[config.mk]
export PLATFORM = sky130hd
export DESIGN_NAME = alu_driver
export DESIGN_NICKNAME = d
export VERILOG_FILES = /design/src/rtl/alu_driver.sv
export SDC_FILE = /design/constraint.sdc
export NUM_CORES = 1
export LEC_CHECK = 0
export BUFFER_PORTS_ARGS = -buffer_cell sky130_fd_sc_hd__buf_4
export CAP_MARGIN = 20
export CORE_ASPECT_RATIO = 2
export CORE_MARGIN = 3
export CORE_UTILIZATION = 29
export CTS_CLUSTER_SIZE = 30
export DETAILED_ROUTE_END_ITERATION = 7
export GPL_TIMING_DRIVEN = 0
export PLACE_DENSITY_LB_ADDON = 0.15
export SLEW_MARGIN = 5
export SYNTH_ARGS = -nofsm -noshare
export SYNTH_HDL_FRONTEND = slang
export SYNTH_SLANG_ARGS = --single-unit
[constraint.sdc]
create_clock -name clk -period 3.4 [get_ports clk]
set_input_delay 0.68 -clock clk [delete_from_list [all_inputs] [get_ports clk]]
set_output_delay 0.68 -clock clk [all_outputs]
set_load 0.02 [all_outputs]
[src/rtl/alu_driver.sv]
// ALU issue front end: request FIFO, ALU port drive, registered response.
// Define ALU_DRIVER_BYPASS_EN to let a request skip an empty FIFO.
module alu_driver #(
  parameter int FIFO_DEPTH = 4
) (
  input  logic        clk,
  input  logic        reset_n,
  input  logic        req_valid,
  output logic        req_ready,
  input  logic [31:0] req_a,
  input  logic [31:0] req_b,
  input  logic [3:0]  req_op,
  input  logic        req_branch,
  input  logic [2:0]  req_funct3,
  input  logic [3:0]  req_tag,
  output logic [31:0] alu_src_A,
  output logic [31:0] alu_src_B,
  output logic [3:0]  alu_op,
  input  logic [31:0] alu_result,
  input  logic        alu_zero,
  output logic        rsp_valid,
  input  logic        rsp_ready,
  output logic [31:0] rsp_result,
  output logic        rsp_zero,
  output logic        rsp_taken,
  output logic [3:0]  rsp_tag,
  output logic        busy
);

  localparam int AW = $clog2(FIFO_DEPTH);
  localparam int CW = AW + 1;

  localparam logic [3:0] OP_SUB  = 4'b0001;
  localparam logic [3:0] OP_SLT  = 4'b0101;
  localparam logic [3:0] OP_SLTU = 4'b0110;
  localparam logic [3:0] OP_NOP  = 4'b1111;

  typedef struct packed {
    logic [31:0] a;
    logic [31:0] b;
    logic [3:0]  op;
    logic        branch;
    logic [2:0]  funct3;
    logic [3:0]  tag;
  } req_t;

  req_t          r_mem [FIFO_DEPTH];
  logic [AW-1:0] r_wr_ptr;
  logic [AW-1:0] r_rd_ptr;
  logic [CW-1:0] r_count;

  logic          r_rsp_valid;
  logic [31:0]   r_rsp_result;
  logic          r_rsp_zero;
  logic          r_rsp_taken;
  logic [3:0]    r_rsp_tag;

  req_t          w_req_in;
  req_t          w_sel;
  logic          w_full;
  logic          w_empty;
  logic          w_slot_free;
  logic          w_issue_fifo;
  logic          w_bypass;
  logic          w_fire;
  logic          w_push;
  logic          w_pop;
  logic          w_taken;

  function automatic logic [3:0] br_op(input logic [2:0] f3);
    logic [3:0] op;
    case (f3)
      3'b100, 3'b101: op = OP_SLT;
      3'b110, 3'b111: op = OP_SLTU;
      default:        op = OP_SUB;
    endcase
    return op;
  endfunction

  function automatic logic br_taken(
    input logic [2:0] f3,
    input logic       lsb,
    input logic       zero
  );
    logic t;
    case (f3)
      3'b000:         t = zero;
      3'b001:         t = !zero;
      3'b100, 3'b110: t = lsb;
      3'b101, 3'b111: t = !lsb;
      default:        t = 1'b0;
    endcase
    return t;
  endfunction

  assign w_req_in = '{
    a:      req_a,
    b:      req_b,
    op:     req_op,
    branch: req_branch,
    funct3: req_funct3,
    tag:    req_tag
  };

  assign w_full      = (r_count == CW'(FIFO_DEPTH));
  assign w_empty     = (r_count == '0);
  assign w_slot_free = !r_rsp_valid || rsp_ready;
  assign w_issue_fifo = !w_empty && w_slot_free;

`ifdef ALU_DRIVER_BYPASS_EN
  assign w_bypass = w_empty && w_slot_free && req_valid;
`else
  assign w_bypass = 1'b0;
`endif

  assign w_fire = w_issue_fifo || w_bypass;
  assign w_pop  = w_issue_fifo;
  // Full blocks acceptance even when the head pops this cycle
  assign w_push = req_valid && !w_full && !w_bypass;
  assign w_sel  = w_issue_fifo ? r_mem[r_rd_ptr] : w_req_in;

  always_comb begin
    alu_src_A = '0;
    alu_src_B = '0;
    alu_op    = OP_NOP;
    if (w_fire) begin
      alu_src_A = w_sel.a;
      alu_src_B = w_sel.b;
      alu_op    = w_sel.branch ? br_op(w_sel.funct3) : w_sel.op;
    end
  end

  assign w_taken = w_sel.branch &&
    br_taken(w_sel.funct3, alu_result[0], alu_zero);

  always_ff @(posedge clk) begin
    if (w_push) r_mem[r_wr_ptr] <= w_req_in;
  end

  always_ff @(posedge clk or negedge reset_n) begin
    if (!reset_n) begin
      r_wr_ptr <= '0;
      r_rd_ptr <= '0;
      r_count  <= '0;
    end else begin
      if (w_push) r_wr_ptr <= r_wr_ptr + 1'b1;
      if (w_pop)  r_rd_ptr <= r_rd_ptr + 1'b1;
      case ({w_push, w_pop})
        2'b10:   r_count <= r_count + 1'b1;
        2'b01:   r_count <= r_count - 1'b1;
        default: r_count <= r_count;
      endcase
    end
  end

  always_ff @(posedge clk or negedge reset_n) begin
    if (!reset_n) begin
      r_rsp_valid  <= 1'b0;
      r_rsp_result <= '0;
      r_rsp_zero   <= 1'b0;
      r_rsp_taken  <= 1'b0;
      r_rsp_tag    <= '0;
    end else if (w_fire) begin
      r_rsp_valid  <= 1'b1;
      r_rsp_result <= alu_result;
      r_rsp_zero   <= alu_zero;
      r_rsp_taken  <= w_taken;
      r_rsp_tag    <= w_sel.tag;
    end else if (rsp_ready) begin
      r_rsp_valid  <= 1'b0;
    end
  end

  assign req_ready  = !w_full;
  assign rsp_valid  = r_rsp_valid;
  assign rsp_result = r_rsp_result;
  assign rsp_zero   = r_rsp_zero;
  assign rsp_taken  = r_rsp_taken;
  assign rsp_tag    = r_rsp_tag;
  assign busy       = !w_empty || r_rsp_valid;

endmodule

* Word level (Yosys, flattened, before mapping)
Memory sizes are Yosys's and may differ from the RTL's.
Index checks and enable logic that the tools add are counted.
** Operators by class
- $add $sub $neg :: 4
- Equal/unequal tests :: 8
- Mux-type cells :: 12
- Reduce and logical (&&, ||, !) cells :: 18
** Operators by type and width (count)
- 2-to-1 mux 76 bit :: 1
- 2-to-1 mux 32 bit :: 2
- == test 3 bit (second input constant) :: 5
- case mux 3 bit (2 select lines) :: 2
- 2-to-1 mux 4 bit :: 2
- OR reduction 2 bit :: 4
- logical NOT 3 bit :: 2
- logical NOT 1 bit :: 5
- adder 2 x 1 -> 2 bit (second input constant) :: 2
- 2-to-1 mux 1 bit :: 4
- case mux 1 bit (4 select lines) :: 1
- nonzero test 2 bit :: 2
- adder 3 x 1 -> 3 bit (second input constant) :: 1
- == test 3 x 1 -> 1 bit (second input constant) :: 1
- logical AND 1 bit :: 3
- subtractor 3 x 1 -> 3 bit (second input constant) :: 1
- == test 2 x 1 -> 1 bit (second input constant) :: 1
- == test 2 bit (second input constant) :: 1
- logical OR 1 bit :: 2
** Word-level totals
- Flip-flop bits (word level) :: 46
- Memory bits (writable) :: 304
- Bits of input ports :: 113
- Output and inout port bits :: 109
- Memories :: 1
** Memory list
- r_mem :: depth 4, bits a word 76, read ports 1, clocked after memory_dff 0, wr ports 1, RTL line 47 : req_t r_mem [FIFO_DEPTH];

* Depth between registers and ports, before layout
- Depth after elaboration :: 9
- Mapped depth :: 10
- Depth with buffers taken out :: 10

* Worst setup path after synthesis
OpenSTA, ideal clock, no wires.
- Path type :: flip-flop to flip-flop
- Start :: reg r_count[0]
- End :: mem r_mem[1][0] (netlist name), enable pin
- Library setup time :: 0.443 ns
- Data arrival time :: 2.573 ns
- Required time :: 2.957 ns
- Path slack :: 0.384 ns
- Cell stages (with the launch flop) :: 4
- Path through :: dfrtp_1 -> inv_1 -> nand3_1 -> and3_1
** On the way
- Cells in the longest elaborated chain, start to end :: 5
** RTL lines
- start, declared :: RTL line 50 : logic [CW-1:0] r_count;
- start signal, assigned :: RTL line 149 : 2'b10: r_count <= r_count + 1'b1;
- start signal, assigned :: RTL line 150 : 2'b01: r_count <= r_count - 1'b1;
- start signal, assigned :: RTL line 151 : default: r_count <= r_count;
- == test 3 bit :: RTL line 105 : assign w_full = (r_count == CW'(FIFO_DEPTH));
- logical NOT 1 bit
- via req_ready :: RTL line 9 : output logic req_ready,
- logical AND 1 bit :: RTL line 119 : assign w_push = req_valid && !w_full && !w_bypass;
- 2-to-1 mux 1 bit :: RTL line 137 : if (w_push) r_mem[r_wr_ptr] <= w_req_in;
- 2-to-1 mux 1 bit (not written as such) :: RTL line 137
- end, declared :: RTL line 47
The timed path passes the listed nets, and every way through them passes these cells.

* Final worst setup path
- Start :: reg r_rd_ptr[1]
- End :: out alu_op[0]
** On the way
- Cells in the longest elaborated chain, start to end :: 7
** RTL lines
- start, declared :: RTL line 49 : logic [AW-1:0] r_rd_ptr;
- start signal, assigned :: RTL line 147 : if (w_pop) r_rd_ptr <= r_rd_ptr + 1'b1;
- memory read (4 x 76 bit) (*)
- 2-to-1 mux 76 bit (*) :: RTL line 120 : assign w_sel = w_issue_fifo ? r_mem[r_rd_ptr] : w_req_in;
- == test 3 bit :: RTL line 72 : case (f3)
- OR reduction 2 bit :: RTL line 72
- case mux 3 bit (2 select lines) :: RTL line 72
- 2-to-1 mux 4 bit (*) :: RTL line 129 : alu_op = w_sel.branch ? br_op(w_sel.funct3) : w_sel.op;
- 2-to-1 mux 4 bit (*) :: RTL line 126 : if (w_fire) begin
- end, declared :: RTL line 18 : output logic [3:0] alu_op,
Mark *: on every way between the ends. The rest lies on a longest branch, timed or not.

==> metrics.md <==
| Metric | Value |
|---|---|
| Outcome | `finished clean` |
| Worst Path Required | `2.72 ns` |
| CTS tree | `yes` |
| Switching power total | `between 0.004 and 0.005 W` |
| Unrepaired setup endpoints after global routing | `false` |
| WL final | `between 30000 and 40000 um` |
| DRT antenna net count | `0` |
| Design area | `16900 um2` |
| Critical Path Sink Type | `output pin` |
| Cts repair resizes | `0` |
| Max-cap viol count | `0` |
| Setup Skew | `0.00908 ns` |
| Total track usage | `0.129` |
| Pint | `0.0103 W` |
| IO Count | `222` |
| DR WL/cell | `approximately 21 um` |
| Final min period | `3.18 ns` |
| Mapped Cells | `slightly below 700` |
| # port buffers | `around 220` |
| Die area | `around 49000 um2` |
| Fin nets | `around 1100` |
| Comb pwr share | `0.354` |
| Period utilisation layout | `0.936` |
| Reg clk slew, reported paths | `0.06 ns` |
| Share of cells above drive strength 1 | `0.392` |
| Setup Viol. Count Final | `0` |
| Crit path arrival time | `2.50 ns` |
| Tightest Hold Check Type | `in -> async` |
| Sw Share | `0.320` |
| Drt pass-1 iters | `6` |
| Placed cell areas | `15800 um2` |
| Tot Pwr | `0.0151 W` |
| Clock Power Share | `0.248` |
| Post-route setup slack | `about 0.22 ns` |
| F_max | `0.314 GHz` |
| Worst vdd ir | `0.000447 V` |
| Slew margin rel. | `0.504` |
| Die Wd | `approximately 160 um` |
| Clk_lat worst skew | `0.51 ns` |
| Via count | `about 6900` |
| Die height | `309 um` |
| Synthesized flop and latch total | `350` |
| Post-place setup slack | `about 0.30 ns` |
| Fillers | `between 4000 and 5000` |
| Cell Area, Synth | `13300 um2` |
| First-pass GRT wire length | `47200 um` |
| DR iter-0 viols | `316` |
| Site Rows | `110` |
| Root buf cell | `clkbuf_16` |
| GRT overflow | `0` |
| Setup TNS | `0 ns` |
| CTS Buf Count | `36` |
| CP Class | `reg -> out` |
| CTS Hold Bufs | `0` |
| H-Tree Depth | `2` |
| Hpwl dp | `21200 um` |
| Number of global-route vias before repair | `7634` |
| Post-CTS Setup Bufs | `0` |
| Total clock sinks | `350` |
| Register area share after synthesis | `0.770` |
| Final RePlAce weighted congestion | `~0.72` |
| Pwr Density | `a little under 900 nW/um2` |
| Largest net degree at the start of global routing | `47` |
| Initial antenna violation count | `2` |
| P_leak | `roughly 6.3 nW` |
| Mapped Nets | `806` |
| Max Root-Sink Buffers | `3` |
| Tightest Pin Transition | `around 0.74 ns` |
| Final Util | `0.374` |
| Library cells used by synthesis | `27` |
| Startpoint types | `flip-flop` |
| Final Hold Fails | `0` |
| Synth Area per Inst | `around 19 um2` |
| CORE AREA | `45300 um2` |
| Max-slew violations | `0` |
| Reg power frac | `0.397` |
| Drc violations | `0` |
| Area grow syn2layout | `26.9%` |
| Worst Path Max Fanout | `10` |
| Vias per inst | `approximately 4.5` |
| Yosys Warn Count | `0` |
| Initial Util | `0.295` |
-- Yosys cell counts --
| cell | number | share of area |
|---|---|---|
| buf_6 | 2 | 0.0017 |
| nand3_1 | 4 | 0.0015 |
| a221o_1 | 1 | 0.00075 |
| and3_1 | 4 | 0.0019 |
| a21oi_1 | 1 | 0.00037 |
| inv_2 | 1 | 0.00028 |
| o21ai_1 | 1 | 0.00037 |
| buf_2 | 13 | 0.0049 |
| o21ai_0 | 2 | 0.00075 |
| nand2b_1 | 4 | 0.0019 |
| clkbuf_1 | 10 | 0.0028 |
| fa_1 | 1 | 0.0015 |
| mux2i_1 | 1 | 0.00075 |
| nor3_1 | 2 | 0.00075 |
| ha_1 | 5 | 0.0047 |
| and2_1 | 65 | 0.030 |
| edfxtp_1 | 304 | 0.68 |
| a21o_2 | 1 | 0.00066 |
| inv_1 | 8 | 0.0022 |
| xor2_1 | 2 | 0.0013 |
| xnor2_1 | 6 | 0.0039 |
| dfrtp_1 | 46 | 0.086 |
| nor2_1 | 2 | 0.00056 |
| nand2_1 | 117 | 0.033 |
| mux2_2 | 1 | 0.00084 |
| buf_4 | 7 | 0.0039 |
| mux4_2 | 76 | 0.13 |
-- power by group through the flow --
stage                     Clock [W]  Sequential, W  Combinational [W]
after CTS                   0.00393        0.00603            0.00561
after global routing        0.00409        0.00610            0.00587
after detailed placement          0        0.00612            0.00559
final                       0.00376        0.00602            0.00536
after global placement            0        0.00621            0.00548
after floorplan                   0        0.00634            0.00309
-- critical path, cell delays in order, from the launching register on --
cell	delay [ns]
dfrtp_1	0.47
buf_2	0.36
buf_2	0.35
mux4_2	0.38
o21ai_0	0.18
nand2_1	0.08
buf_4	0.18
-- cell type report --
cell class	instances	area (um2)	area share
diodes	1	2.50	0.000148
plain buffers	32	178	0.0105
clock buffers	43	968	0.0571
clock inverters	18	136	0.00805
inverters	9	33.8	0.00199
multi-input cells	296	2880	0.170
flip-flops and latches	350	10300	0.607
well taps	560	701	0.0413
repair buffers	225	1770	0.104
-- per-stage QoR --
step	hold slack [ns]	instances
floorplan	0.384	687
global placement	0.462	1468
global route	0.207	1534
detailed placement	0.464	1472
CTS	0.178	1533
finish	0.185	1534
-- path summary, 6_finish.rpt --
path,start,to,slack [ns],cells past startpoint
max reg2reg,r_count[2],r_count[2],0.79,10
max in group asynchronous,reset_n,rsp_result[11],2.80,1
min in group clk,alu_result[17],rsp_result[17],0.36,3
max,r_rd_ptr[1],alu_op[0],0.22,6
min,reset_n,rsp_result[31],0.19,1
min reg2reg,rsp_result[26],rsp_result[26],0.48,2
-- registers in the layout, indices dropped and copies added (netlist names) --
signal	flops
rsp_taken	1
rsp_tag	4
r_wr_ptr	2
r_mem	304
rsp_valid	1
rsp_result	32
rsp_zero	1
r_count	3
r_rd_ptr	2
-- layout by cell type (no fill, tap or decap), types with 2 or more instances in the layout --
| cell | n |
|---|---|
| and2_1 | 65 |
| and3_4 | 4 |
| buf_16 | 4 |
| buf_2 | 13 |
| buf_4 | 228 |
| buf_6 | 2 |
| bufinv_16 | 2 |
| clkbuf_1 | 14 |
| clkbuf_16 | 37 |
| clkbuf_8 | 2 |
| clkinv_1 | 6 |
| clkinv_2 | 9 |
| dfrtp_1 | 46 |
| edfxtp_1 | 304 |
| ha_1 | 5 |
| inv_1 | 8 |
| mux4_2 | 76 |
| nand2_1 | 117 |
| nand2b_1 | 4 |
| nand3_1 | 4 |
| nor2_1 | 2 |
| nor3_1 | 2 |
| o21ai_0 | 2 |
| xnor2_1 | 6 |
| xor2_1 | 2 |
-- metal layers --
metal,track usage,part of all wire,vias to the layer above
met5,0,0.00053,-
met4,0.0420,0.024,2
met3,0.0260,0.052,40
met2,0.246,0.56,212
met1,0.142,0.37,3499
li1,-,-,3146
-- kinds of logic (layout without fill, tap and decap cells) --
kind of cell    after synthesis  after routing  share of synthesized area
simple gates                198            198                     0.0699
flops                       350            350                      0.770
other cells                   0              1                          0
mux                          78             78                      0.130
fa+ha+maj                     6              6                    0.00619
compound gates                6              6                    0.00291
xor+xnor                      8              8                    0.00525
buf+inv                      41            327                     0.0158
No activity file was read; power rests on OpenSTA's default activity.
